$ cat config.mk
export PLATFORM = sky130hd
export DESIGN_NAME = traffic_light_controller
export DESIGN_NICKNAME = d
export VERILOG_FILES = /design/src/rtl/traffic_pkg.sv /design/src/rtl/saturation_timer.sv /design/src/rtl/traffic_light_controller.sv
export SDC_FILE = /design/constraint.sdc
export NUM_CORES = 1
export LEC_CHECK = 0
export BUFFER_PORTS_ARGS = -buffer_cell sky130_fd_sc_hd__buf_2
export CAP_MARGIN = 25
export CORE_UTILIZATION = 51
export CTS_CLUSTER_SIZE = 16
export DETAILED_ROUTE_END_ITERATION = 6
export PLACE_DENSITY = 0.75
export SLEW_MARGIN = 0
export SYNTH_ARGS = -nofsm -noshare
export SYNTH_HDL_FRONTEND = slang
export SYNTH_SLANG_ARGS = --single-unit
$ cat constraint.sdc
create_clock -name clk -period 2.04 [get_ports clk]
set_input_delay 0.102 -clock clk [delete_from_list [all_inputs] [get_ports clk]]
set_output_delay 0.102 -clock clk [all_outputs]
set_load 0.1 [all_outputs]
$ cat src/rtl/traffic_pkg.sv
// Shared definitions for the traffic light controller.
//   state_t          : FSM state codes, also driven out on the phase port
//   LAMP_*           : two-bit lamp encodings (00 red, 01 yellow, 10 green)
//   DEFAULT_*        : default timing durations in clock cycles
//   next_phase()     : fixed cyclic successor of each state
//   ns_lamp/ew_lamp(): lamp decode for each direction
package traffic_pkg;

    typedef enum logic [2:0] {
        NS_GREEN  = 3'd0,
        NS_YELLOW = 3'd1,
        ALL_RED_A = 3'd2,
        EW_GREEN  = 3'd3,
        EW_YELLOW = 3'd4,
        ALL_RED_B = 3'd5
    } state_t;

    localparam logic [1:0] LAMP_RED    = 2'b00;
    localparam logic [1:0] LAMP_YELLOW = 2'b01;
    localparam logic [1:0] LAMP_GREEN  = 2'b10;

    localparam int DEFAULT_TIMER_WIDTH  = 6;
    localparam int DEFAULT_GREEN_MIN    = 10;
    localparam int DEFAULT_GREEN_MAX    = 31;
    localparam int DEFAULT_YELLOW_TIME  = 4;
    localparam int DEFAULT_ALL_RED_TIME = 2;

    function automatic state_t next_phase(input state_t s);
        case (s)
            NS_GREEN:  return NS_YELLOW;
            NS_YELLOW: return ALL_RED_A;
            ALL_RED_A: return EW_GREEN;
            EW_GREEN:  return EW_YELLOW;
            EW_YELLOW: return ALL_RED_B;
            ALL_RED_B: return NS_GREEN;
            default:   return NS_GREEN;
        endcase
    endfunction

    function automatic logic [1:0] ns_lamp(input state_t s);
        case (s)
            NS_GREEN:  return LAMP_GREEN;
            NS_YELLOW: return LAMP_YELLOW;
            default:   return LAMP_RED;
        endcase
    endfunction

    function automatic logic [1:0] ew_lamp(input state_t s);
        case (s)
            EW_GREEN:  return LAMP_GREEN;
            EW_YELLOW: return LAMP_YELLOW;
            default:   return LAMP_RED;
        endcase
    endfunction

endpackage

$ cat src/rtl/saturation_timer.sv
// Down-counter that saturates at zero.
//   clk, reset  : clock and asynchronous active-high reset (loads RESET_VALUE)
//   load        : load load_value on the next edge (wins over decrement)
//   load_value  : value to load
//   dec_en      : decrement by one per edge, holding at zero
//   count       : current count
//   is_zero     : count equals zero
module saturation_timer #(
    parameter int               WIDTH       = 6,
    parameter logic [WIDTH-1:0] RESET_VALUE = {WIDTH{1'b0}}
) (
    input  logic             clk,
    input  logic             reset,
    input  logic             load,
    input  logic [WIDTH-1:0] load_value,
    input  logic             dec_en,
    output logic [WIDTH-1:0] count,
    output logic             is_zero
);

    logic [WIDTH-1:0] count_r;

    // Countdown register: load first, otherwise decrement and stick at zero.
    always_ff @(posedge clk or posedge reset) begin
        if (reset) begin
            count_r <= RESET_VALUE;
        end else if (load) begin
            count_r <= load_value;
        end else if (dec_en && (count_r != {WIDTH{1'b0}})) begin
            count_r <= count_r - WIDTH'(1);
        end else begin
            count_r <= count_r;
        end
    end

    assign count   = count_r;
    assign is_zero = (count_r == {WIDTH{1'b0}});

endmodule

$ cat src/rtl/traffic_light_controller.sv
// Two-way intersection controller with demand-driven green extension.
//   clk, reset            : clock and asynchronous active-high reset
//   ns_car, ew_car        : vehicle sensors, sampled every rising edge
//   ns_light, ew_light    : lamp outputs (00 red, 01 yellow, 10 green)
//   phase                 : current state code
//   current_count         : remaining cycles minus one in the timed interval
//   ns_pending, ew_pending: latched service requests
module traffic_light_controller
    import traffic_pkg::*;
#(
    parameter int TIMER_WIDTH  = DEFAULT_TIMER_WIDTH,
    parameter int GREEN_MIN    = DEFAULT_GREEN_MIN,
    parameter int GREEN_MAX    = DEFAULT_GREEN_MAX,
    parameter int YELLOW_TIME  = DEFAULT_YELLOW_TIME,
    parameter int ALL_RED_TIME = DEFAULT_ALL_RED_TIME
) (
    input  logic                   clk,
    input  logic                   reset,
    input  logic                   ns_car,
    input  logic                   ew_car,
    output logic [1:0]             ns_light,
    output logic [1:0]             ew_light,
    output logic [2:0]             phase,
    output logic [TIMER_WIDTH-1:0] current_count,
    output logic                   ns_pending,
    output logic                   ew_pending
);

    localparam longint TIMER_SPAN = longint'(1) << TIMER_WIDTH;

    if (TIMER_WIDTH < 1 || TIMER_WIDTH > 30 ||
        GREEN_MIN < 1 || GREEN_MIN > TIMER_SPAN ||
        GREEN_MAX < 1 || GREEN_MAX > TIMER_SPAN ||
        YELLOW_TIME < 1 || YELLOW_TIME > TIMER_SPAN ||
        ALL_RED_TIME < 1 || ALL_RED_TIME > TIMER_SPAN ||
        GREEN_MAX < GREEN_MIN) begin : g_bad_params
        $error("traffic_light_controller: invalid timing parameters");
    end

    localparam logic [TIMER_WIDTH-1:0] GREEN_LOAD   = TIMER_WIDTH'(GREEN_MIN - 1);
    localparam logic [TIMER_WIDTH-1:0] YELLOW_LOAD  = TIMER_WIDTH'(YELLOW_TIME - 1);
    localparam logic [TIMER_WIDTH-1:0] ALL_RED_LOAD = TIMER_WIDTH'(ALL_RED_TIME - 1);
    // Extra green granted once; only meaningful when GREEN_MAX > GREEN_MIN.
    localparam logic [TIMER_WIDTH-1:0] EXTEND_LOAD  = TIMER_WIDTH'(GREEN_MAX - GREEN_MIN - 1);
    localparam logic                   CAN_EXTEND   = (GREEN_MAX > GREEN_MIN) ? 1'b1 : 1'b0;

    function automatic logic [TIMER_WIDTH-1:0] duration_load(input state_t s);
        case (s)
            NS_YELLOW, EW_YELLOW: return YELLOW_LOAD;
            ALL_RED_A, ALL_RED_B: return ALL_RED_LOAD;
            default:              return GREEN_LOAD;
        endcase
    endfunction

    state_t                   state_r;
    logic                     extend_r;
    logic                     ns_pending_r;
    logic                     ew_pending_r;
    state_t                   next_state_s;
    logic                     set_extend_s;
    logic                     entering_s;
    logic                     cross_pending_s;
    logic                     own_car_s;
    logic                     timer_load_s;
    logic [TIMER_WIDTH-1:0]   timer_load_value_s;
    logic [TIMER_WIDTH-1:0]   count_s;
    logic                     count_zero_s;

    // Seen from whichever green is active; unused outside green states.
    assign cross_pending_s = (state_r == NS_GREEN) ? ew_pending_r : ns_pending_r;
    assign own_car_s       = (state_r == NS_GREEN) ? ns_car : ew_car;

    // Next-state and extension decision from the current state and countdown.
    always_comb begin
        next_state_s = state_r;
        set_extend_s = 1'b0;
        case (state_r)
            NS_GREEN, EW_GREEN: begin
                if (!count_zero_s) begin
                    next_state_s = state_r;
                end else if (extend_r) begin
                    next_state_s = next_phase(state_r);
                end else if (cross_pending_s && own_car_s && CAN_EXTEND) begin
                    set_extend_s = 1'b1;
                end else if (cross_pending_s) begin
                    next_state_s = next_phase(state_r);
                end else begin
                    next_state_s = state_r;
                end
            end
            NS_YELLOW, ALL_RED_A, EW_YELLOW, ALL_RED_B: begin
                if (count_zero_s) begin
                    next_state_s = next_phase(state_r);
                end else begin
                    next_state_s = state_r;
                end
            end
            default: begin
                next_state_s = NS_GREEN;
            end
        endcase
    end

    assign entering_s         = (next_state_s != state_r);
    assign timer_load_s       = entering_s | set_extend_s;
    assign timer_load_value_s = entering_s ? duration_load(next_state_s) : EXTEND_LOAD;

    saturation_timer #(
        .WIDTH       (TIMER_WIDTH),
        .RESET_VALUE (GREEN_LOAD)
    ) u_timer (
        .clk        (clk),
        .reset      (reset),
        .load       (timer_load_s),
        .load_value (timer_load_value_s),
        .dec_en     (1'b1),
        .count      (count_s),
        .is_zero    (count_zero_s)
    );

    // State, extend flag and request latches; entry into a green clears its
    // own request even if the sensor is asserted on that same edge.
    always_ff @(posedge clk or posedge reset) begin
        if (reset) begin
            state_r      <= NS_GREEN;
            extend_r     <= 1'b0;
            ns_pending_r <= 1'b0;
            ew_pending_r <= 1'b0;
        end else begin
            state_r <= next_state_s;

            if (entering_s) begin
                extend_r <= 1'b0;
            end else if (set_extend_s) begin
                extend_r <= 1'b1;
            end else begin
                extend_r <= extend_r;
            end

            if (entering_s && (next_state_s == NS_GREEN)) begin
                ns_pending_r <= 1'b0;
            end else if (ns_car && (state_r != NS_GREEN)) begin
                ns_pending_r <= 1'b1;
            end else begin
                ns_pending_r <= ns_pending_r;
            end

            if (entering_s && (next_state_s == EW_GREEN)) begin
                ew_pending_r <= 1'b0;
            end else if (ew_car && (state_r != EW_GREEN)) begin
                ew_pending_r <= 1'b1;
            end else begin
                ew_pending_r <= ew_pending_r;
            end
        end
    end

    assign ns_light      = ns_lamp(state_r);
    assign ew_light      = ew_lamp(state_r);
    assign phase         = state_r;
    assign current_count = count_s;
    assign ns_pending    = ns_pending_r;
    assign ew_pending    = ew_pending_r;

endmodule
Yosys cells after proc, flatten, opt, wreduce, memory -nomap -nowiden:

Cells that the tools add are included.

* flip-flop bits (word level): 12
* bits in latches: 0
* RAM bits: 0
* ROM bits: 0
* input bits: 4
* output and inout bits: 15
* word-level logic and storage cells: 62
* memories kept: 0

* add/subtract/negate cells: 1
* $mul: 0
* divide/modulo/power cells: 0
* magnitude comparators: 0
* equal/unequal tests: 12
* shift operators: 0
* mux-type cells: 25
* bitwise logic cells: 1
* reduce and logical (&&, ||, !) cells: 18

Operator list (count)
* $mux W6: 3
* $mux W3: 5
* $pmux W3 S5: 1
* $eq A3 B2 Y1 const B: 4
* $eq A3 B3 Y1 const B: 4
* $mux W1: 12
* $pmux W2 S2: 2
* $pmux W4 S2: 1
* $reduce_bool A2 Y1: 4
* $eq A3 B1 Y1 const B: 2
* $logic_not A3 Y1: 2
* $logic_not A6 Y1: 1
* $pmux W3 S2: 1
* $reduce_bool A6 Y1: 1
* $reduce_or A2 Y1: 3
* $sub A6 B1 Y6 const B: 1
* $logic_and A1 B1 Y1: 5
* $reduce_or A4 Y1: 1
* $ne A3 B2 Y1 const B: 1
* $ne A3 B3 Y1: 1
* $reduce_bool A3 Y1: 1
* $or A1 B1 Y1: 1

Longest topological paths before layout:

Gate-level depths: netlist of the first run.

* depth after elaboration: 12
* mapped depth: 6
* depth with buffers taken out: 6

Cells and area by module:

From an unflattened synthesis of the first run, not the netlist that was laid out.

* cells, all modules: 105
* area, all modules: 904.6 µm²

By module, submodules not included
* traffic_light_controller: instances 1, cells an instance 56, area an instance 476.7 µm², sequential area each 150.1 µm²
* saturation_timer: instances 1, cells an instance 49, area an instance 427.9 µm², sequential area each 152.6 µm²

Worst setup path before layout of the first run:

No wires, ideal clock.

* kind: flip-flop to output port
* from: register state_r[0] (netlist: phase[0])
* to: output port ns_light[0]
* arrival time: 3274 ps
* required time: 1938 ps
* slack: -1336 ps
* stages on the path, launching flop included: 4
* buffers on the path: 1
* path through: dfrtp_1 > buf_6 > inv_1 > nor3_1

* longest elaborated chain between the ends: 2
* elaborated cells between the ends (all ways): 3
* those cells by class: eq/ne (1); mux (1); reduce/logical (1)

RTL lines
* from (decl): RTL line traffic_light_controller.sv:55 `state_t state_r;`
* from (signal assigned): RTL line traffic_light_controller.sv:130 `state_r <= next_state_s;`
* $eq A3 B1 Y1 / $logic_not A3 Y1 (equally long branches): RTL line traffic_pkg.sv:41 `case (s)`
* $pmux W2 S2 (*): RTL line traffic_pkg.sv:41
* to (decl): RTL line traffic_light_controller.sv:21 `output logic [1:0] ns_light,`

Every way passes the cells marked *; elsewhere a longest branch is shown, timed or not.

Worst setup path after layout of the first run:

* from: register u_timer.count_r[1] (netlist: u_timer.count[1])
* to: register u_timer.count_r[3] (netlist: u_timer.count[3])

* longest elaborated chain between the ends: 8
* elaborated cells between the ends (all ways): 21
* those cells by class: add/sub (1); eq/ne (5); mux (9); bitwise (1); reduce/logical (5)

RTL lines
* from (decl): RTL line saturation_timer.sv:21 `logic [WIDTH-1:0] count_r;`
* from (signal assigned): RTL line saturation_timer.sv:28 `count_r <= load_value;`
* from (signal assigned): RTL line saturation_timer.sv:30 `count_r <= count_r - WIDTH'(1);`
* from (signal assigned): RTL line saturation_timer.sv:32 `count_r <= count_r;`
* $logic_not A6 Y1: RTL line saturation_timer.sv:37 `assign is_zero = (count_r == {WIDTH{1'b0}});`
* $mux W3, on equally long branches: RTL line traffic_light_controller.sv:92, traffic_light_controller.sv:79
* $pmux W3 S2: RTL line traffic_light_controller.sv:77 `case (state_r)`
* $eq A3 B2 Y1, or another cell as far along: RTL line traffic_light_controller.sv:48 `case (s)`
* $reduce_or A2 Y1: RTL line traffic_light_controller.sv:48
* $pmux W4 S2: RTL line traffic_light_controller.sv:48
* $mux W6: RTL line traffic_light_controller.sv:106 `assign timer_load_value_s = entering_s ? duration_load(next_state_s) : EXTEND_LOAD;`
* $mux W6: RTL line saturation_timer.sv:27 `end else if (load) begin`

Several ways; a longest one is shown, not always the timed one. The select of a mux whose other input is x is not followed.
A chain may end at the register's enable or synchronous reset.

==> flow_metrics.tcl, run 1 <==
set metrics [dict create \
    fin_ws_ns 0.139 \
    wl_per_cell_um 15.5 \
    fin_skew_ns 0.00486 \
    root_buffer "clkbuf_4" \
    p_seq_frac 0.576 \
    area_delta_synth_final_pct 24.2 \
    stdcell_count 127 \
    power.density_nw_per_um2 423 \
    gp_congestion 0.796 \
    max_freq_mhz 526 \
    hpwlAfterDp_mm 1.34 \
    hold_slack_ns 0.154 \
    grt_pass1_vias 682 \
    clock-sinks 12 \
    grt_pass1_wl_mm 2.93 \
    path_max_fanout 5 \
    clk_latency_ns 0.28 \
    drc_errors 0 \
    crit_family "simple AND/OR/NAND/NOR gates" \
    slew_violations 0 \
    ys_seq_area_frac 0.385 \
    setup-violations-final 0 \
    p_int_w 0.000319 \
    syn_area_um2 786 \
    max_stage_delay_ns 0.49 \
    synthFlopType "dfrtp_1" \
    postRouteAntennaNets 0 \
    max_slew_margin 0.658 \
    synthDistinctLibCells 38 \
    outcome "finished, final reports clean" \
    yosysWarningCount 0 \
    place_ws_ns 0.0804 \
    cts_tree "yes" \
    layout_min_cycle_time_ns 1.90 \
    critPathSlowestCell "dfrtp_4" \
    drtIter0Drc 20 \
    dieArea_um2 1700 \
    required_ns 2.23 \
    p_sw_frac 0.226 \
    htree_levels 1 \
    overflow 0 \
    drive_gt1_frac 0.411 \
    synth_edf_count 0 \
    arrival_ns 2.09 \
    io_pins 19 \
    final_nets 118 \
    crit_chain "inv_1, ha_2, or3b_4, nor3_4, buf_4, a21oi_1, o221ai_1" \
    die_y_um 41.3 \
    final_common_cell "buf_2" \
    n_antenna_cell 0 \
    numPortBuffers 18 \
    worstSetupPathType "flop to flop" \
    crit_path_end_kind "flop" \
    chipWidth_um 41.3 \
    grt_antenna_before_repair 0 \
    startpoint_type "flop" \
    worst_pin_slew_ns 0.516 \
    mostFrequentLayoutCells "buf_2 (18), a21oi_1 (10), inv_1 (9)" \
    p_switching_w 0.0000932 \
    p_leak_nw 0.476 \
    synth_top_cell_by_area "dfrtp_1" \
    ir_drop_v 0.000349 \
    rsz0062_at_grt "false" \
    syn_avg_cell_area_um2 9.14 \
    synth_nets 91 \
    clkPwrFrac 0.382 \
    clkTransAtPathRegs_ns 0.08 \
    ys_seq_elements 12 \
    min_path_type "input pin to flop" \
    vias 736 \
    power_frac_comb 0.042 \
    grtUsageTotal 0.274 \
    core_um2 1370 \
    grt_max_degree 14 \
    fin_crit_sh 0.932 \
    cts_buffers 3 \
    synth.area.top_cells "dfrtp_1 (32%), dfstp_2 (6.7%), a21oi_1 (6.4%)" \
    drt_pass1_iterations 6 \
    maxCapViolations 0 \
    final_util 0.714 \
    yosys.area.top_type_share 0.318 \
    synth-async-reset-ratio 1.00 \
    clockBufferDepth 2 \
    path_buf_inv 2 \
    wl_mm 1.97 \
    finalHoldViolCount 0 \
    dp.cells 120 \
    syn_inst 86 \
    start_util 0.575 \
    row_count 13 \
    cts_resized 0 \
    vias_per_cell 5.80 \
]
-- tightest hold or removal path, delay by kind of cell --
| kind | cells | cell delay [ns] |
|---|---|---|
| compound gates | 2 | 0.18 |
| buf+inv | 1 | 0.10 |
-- state kept, by name (all words and copies together), names as in the netlist --
name,cells
ew_pending,1
u_timer.count,6
extend_r,1
phase,3
ns_pending,1
-- per-layer routing --
| layer | vias up | share of wire | track usage |
|---|---|---|---|
| met2 | 27 | 0.50 | 0.488 |
| met3 | 7 | 0.049 | 0.0489 |
| li1 | 362 | - | - |
| met4 | 0 | 0.017 | 0.0968 |
| met1 | 340 | 0.43 | 0.324 |
| met5 | - | 0 | 0 |
-- layout make-up --
| type | instances | area [um2] |
|---|---|---|
| well taps | 15 | 18.8 |
| clock buffers | 4 | 26.3 |
| inverters | 9 | 33.8 |
| repair buffers | 25 | 145 |
| flip-flops and latches | 12 | 314 |
| fillers | 111 | 390 |
| multi-input cells | 62 | 438 |
-- repair_timing --
action,CTS,global route
endpoints found under the hold margin,10,0
setup endpoints to repair,0,3
hold buffers,1,0
setup buffers,0,2
-- metrics by stage --
stage / cell area, um2 / power [W] / setup TNS [ns]
6_report: 976 / 0.000413 / 0
5_1_grt: 976 / 0.000428 / 0
4_1_cts: 961 / 0.000414 / 0
3_5_place_dp: 925 / 0.000258 / 0
3_3_place_gp: 925 / 0.000258 / 0
2_1_floorplan: 812 / 0.000251 / -0.0617
-- cells in the mapped netlist, types with 2 or more instances --
library cell / instances
a21oi_1: 10
dfrtp_1: 10
inv_1: 9
nor2_1: 7
nand2_1: 6
nor3_1: 4
buf_6: 2
dfstp_2: 2
nand3_1: 2
nand3b_1: 2
nor2b_1: 2
o21ai_0: 2
o22ai_1: 2
or3_1: 2
-- kinds of logic (layout without fill, tap and decap cells) --
family | Yosys count | count (layout) | share of synthesized area
xor+xnor | 2 | 2 | 0.0223
compound gates | 23 | 23 | 0.215
mux | 2 | 2 | 0.0271
simple gates | 34 | 34 | 0.258
buf+inv | 12 | 38 | 0.0764
flops | 12 | 12 | 0.385
fa+ha+maj | 1 | 1 | 0.0159
-- worst paths after layout --
check / end / from / slack (ns) / cells after the start
worst max-delay path: u_timer.count[3]$_DFFE_PP1P_ / u_timer.count[1]$_DFFE_PP0P_ / 0.14 / 7
worst min-delay path: ns_pending$_DFFE_PP0P_ / ns_car / 0.15 / 3
min in group asynchronous: phase[2]$_DFF_PP0_ / reset / 0.41 / 3
worst min register to register: u_timer.count[2]$_DFFE_PP0P_ / u_timer.count[2]$_DFFE_PP0P_ / 0.62 / 2
max in group asynchronous: u_timer.count[1]$_DFFE_PP0P_ / reset / 1.27 / 3
worst max register to register: u_timer.count[3]$_DFFE_PP1P_ / u_timer.count[1]$_DFFE_PP0P_ / 0.14 / 7
-- power by group through the flow --
stage / combinational, W / sequential [W] / clock [W]
after floorplan: 0.00000918 / 0.000242 / 0
after global placement: 0.0000154 / 0.000242 / 0
after detailed placement: 0.0000158 / 0.000242 / 0
after CTS: 0.0000173 / 0.000238 / 0.000159
after global routing: 0.0000196 / 0.000238 / 0.000171
final: 0.0000175 / 0.000238 / 0.000157
Note: power is estimated with default switching activity, not from simulation.
==> run 2: changes to the inputs <==
--- a/config.mk
+++ b/config.mk
@@ -7,10 +7,10 @@
 export LEC_CHECK = 0
 export BUFFER_PORTS_ARGS = -buffer_cell sky130_fd_sc_hd__buf_2
 export CAP_MARGIN = 25
-export CORE_UTILIZATION = 51
+export CORE_UTILIZATION = 55
 export CTS_CLUSTER_SIZE = 16
 export DETAILED_ROUTE_END_ITERATION = 6
-export PLACE_DENSITY = 0.75
+export PLACE_DENSITY = 0.8
 export SLEW_MARGIN = 0
 export SYNTH_ARGS = -nofsm -noshare
 export SYNTH_HDL_FRONTEND = slang
==> constraint.sdc (replaced) <==
create_clock -name clk -period 2.4 [get_ports clk]
set_input_delay 0.6 -clock clk [delete_from_list [all_inputs] [get_ports clk]]
set_output_delay 0.6 -clock clk [all_outputs]
set_load 0.1 [all_outputs]
==> run 2 against run 1 <==
Compared with the run above: non-clock buffer count shrank 7; sequential share of layout area grew 1.3 points; total power shrank 14%; first-iteration DRC count shrank 30%; sequential power shrank 15%; critical path type is now flop to output port; register-to-register slack gained 0.31 ns; combinational power shrank 29%; die area shrank 6.9%; highest routed layer unchanged; via count shrank 7.7%.
==> flow_metrics.tcl, run 2 (same netlist as run 1, synthesis figures left out) <==
set metrics [dict create \
    vias_per_cell 5.66 \
    clkPwrFrac 0.392 \
    fin_crit_sh 0.970 \
    outcome "finished, final reports clean" \
    finalHoldViolCount 0 \
    cts_resized 0 \
    drt_pass1_iterations 3 \
    worst_pin_slew_ns 0.490 \
    r2r_cells 6 \
    final_nets 111 \
    cts_buffers 3 \
    clockBufferDepth 2 \
    arrival_ns 1.73 \
    dieArea_um2 1580 \
    rsz0062_at_grt "false" \
    drtIter0Drc 14 \
    p_switching_w 0.0000825 \
    chipWidth_um 39.8 \
    cts_hold_buf 0 \
    required_ns 1.80 \
    root_buffer "clkbuf_4" \
    layout_min_cycle_time_ns 2.33 \
    wl_per_cell_um 12.9 \
    postRouteAntennaNets 0 \
    largest_reg_flops 6 \
    max_slew_margin 0.675 \
    io_pins 19 \
    r2r-start "u_timer.count[1]$_DFFE_PP0P_" \
    p_seq_frac 0.573 \
    power.density_nw_per_um2 386 \
    grtUsageTotal 0.227 \
    grt_max_degree 15 \
    min_path_type "input pin to asynchronous set/reset pin" \
    reg2reg_to "phase[2]$_DFF_PP0_" \
    final_common_cell "buf_2" \
    vias 679 \
    cts_tree "yes" \
    n_antenna_cell 0 \
    worst-r2r-setup-slack_ns 0.45 \
    fin_skew_ns 0.00976 \
    slew_violations 0 \
    post_cts_buffers 0 \
    setup-violations-final 0 \
    drc_errors 0 \
    grt_pass1_wl_mm 2.30 \
    p_int_w 0.000270 \
    htree_levels 1 \
    numPortBuffers 18 \
    p_leak_nw 0.433 \
    start_util 0.596 \
    wl_mm 1.55 \
    worstSetupPathType "flop to output port" \
    power_frac_comb 0.035 \
    path_max_fanout 12 \
    gp_congestion 0.796 \
    overflow 0 \
    grt_pass1_vias 526 \
    clk_latency_ns 0.28 \
    grt_antenna_before_repair 0 \
    clkTransAtPathRegs_ns 0.09 \
    core_um2 1320 \
    mostFrequentLayoutCells "buf_2 (18), a21oi_1 (10), inv_1 (8)" \
    drive_gt1_frac 0.371 \
    maxCapViolations 0 \
    max_freq_mhz 429 \
    area_delta_synth_final_pct 16.4 \
    crit_path_end_kind "output port" \
    startpoint_type "flop" \
    finalSetupTns_ns 0 \
    dpl-instance-area_um2 888 \
    fillCellCount 101 \
    row_count 13 \
    die_y_um 39.8 \
    postLayoutCellArea_um2 915 \
    clock-sinks 12 \
    p_sw_frac 0.234 \
    ir_drop_v 0.000399 \
    hpwlAfterDp_mm 1.14 \
]
## run 2: cell count changes in the layout (fill, tap and decap cells not counted), sizes merged
cell	before	now
inv	9	8
dlygate4sd3	1	0
buf	24	18
clkinvlp	0	1
## run 2: routing by layer
metal / vias up / wire length, um / track usage
met1: 323 / 760 / 0.294
li1: 344 / - / -
met5: - / 0 / 0
met2: 8 / 730 / 0.340
met4: 0 / 34 / 0.129
met3: 4 / 26 / 0.0511
## run 2: cell type report
class,instances,area (um2),area share
Inverter,9,37.5,0.0410
Timing Repair Buffer,18,90.1,0.0985
Sequential cell,12,307,0.335
Clock buffer,4,26.3,0.0287
Multi-Input combinational cell,62,435,0.476
Tap cell,15,18.8,0.0205
## run 2: metrics by stage
step | hold WS [ns] | cells | total power (W) | setup WS [ns] | utilization
finish | 0.310 | 120 | 0.000353 | 0.0711 | 0.694
detailed placement | 0.580 | 116 | 0.000219 | 0.386 | 0.674
global placement | 0.589 | 116 | 0.000219 | 0.391 | 0.674
CTS | 0.336 | 120 | 0.000349 | 0.0804 | 0.694
global route | 0.377 | 120 | 0.000361 | 0.0328 | 0.694
floorplan | 0.463 | 86 | 0.000214 | 0.0599 | -
## run 2: worst max path at each step
stage             endpoint  slack [ns]  cells after the start               start
3_3_place_gp   ns_light[1]        0.39                      3  phase[1]$_DFF_PP0_
4_1_cts        ns_light[1]        0.08                      3  phase[1]$_DFF_PP0_
3_5_place_dp   ns_light[1]        0.39                      3  phase[1]$_DFF_PP0_
2_1_floorplan  ns_light[0]        0.06                      3  phase[0]$_DFF_PP0_
5_1_grt        ns_light[1]        0.03                      3  phase[1]$_DFF_PP0_
6_report       ns_light[1]        0.07                      3  phase[1]$_DFF_PP0_
## run 2: critical path, cell delays in order (launching register included)
cell and delay [ns]:
dfrtp_2 0.50, or3_4 0.47, clkinvlp_4 0.08, buf_2 0.41
## run 2: power by group through the flow
stage          sequential [W]  combinational (W)  clock, W
2_1_floorplan        0.000206         0.00000781         0
4_1_cts              0.000202          0.0000129  0.000134
3_5_place_dp         0.000206          0.0000128         0
6_report             0.000202          0.0000124  0.000138
3_3_place_gp         0.000206          0.0000127         0
5_1_grt              0.000202          0.0000146  0.000144
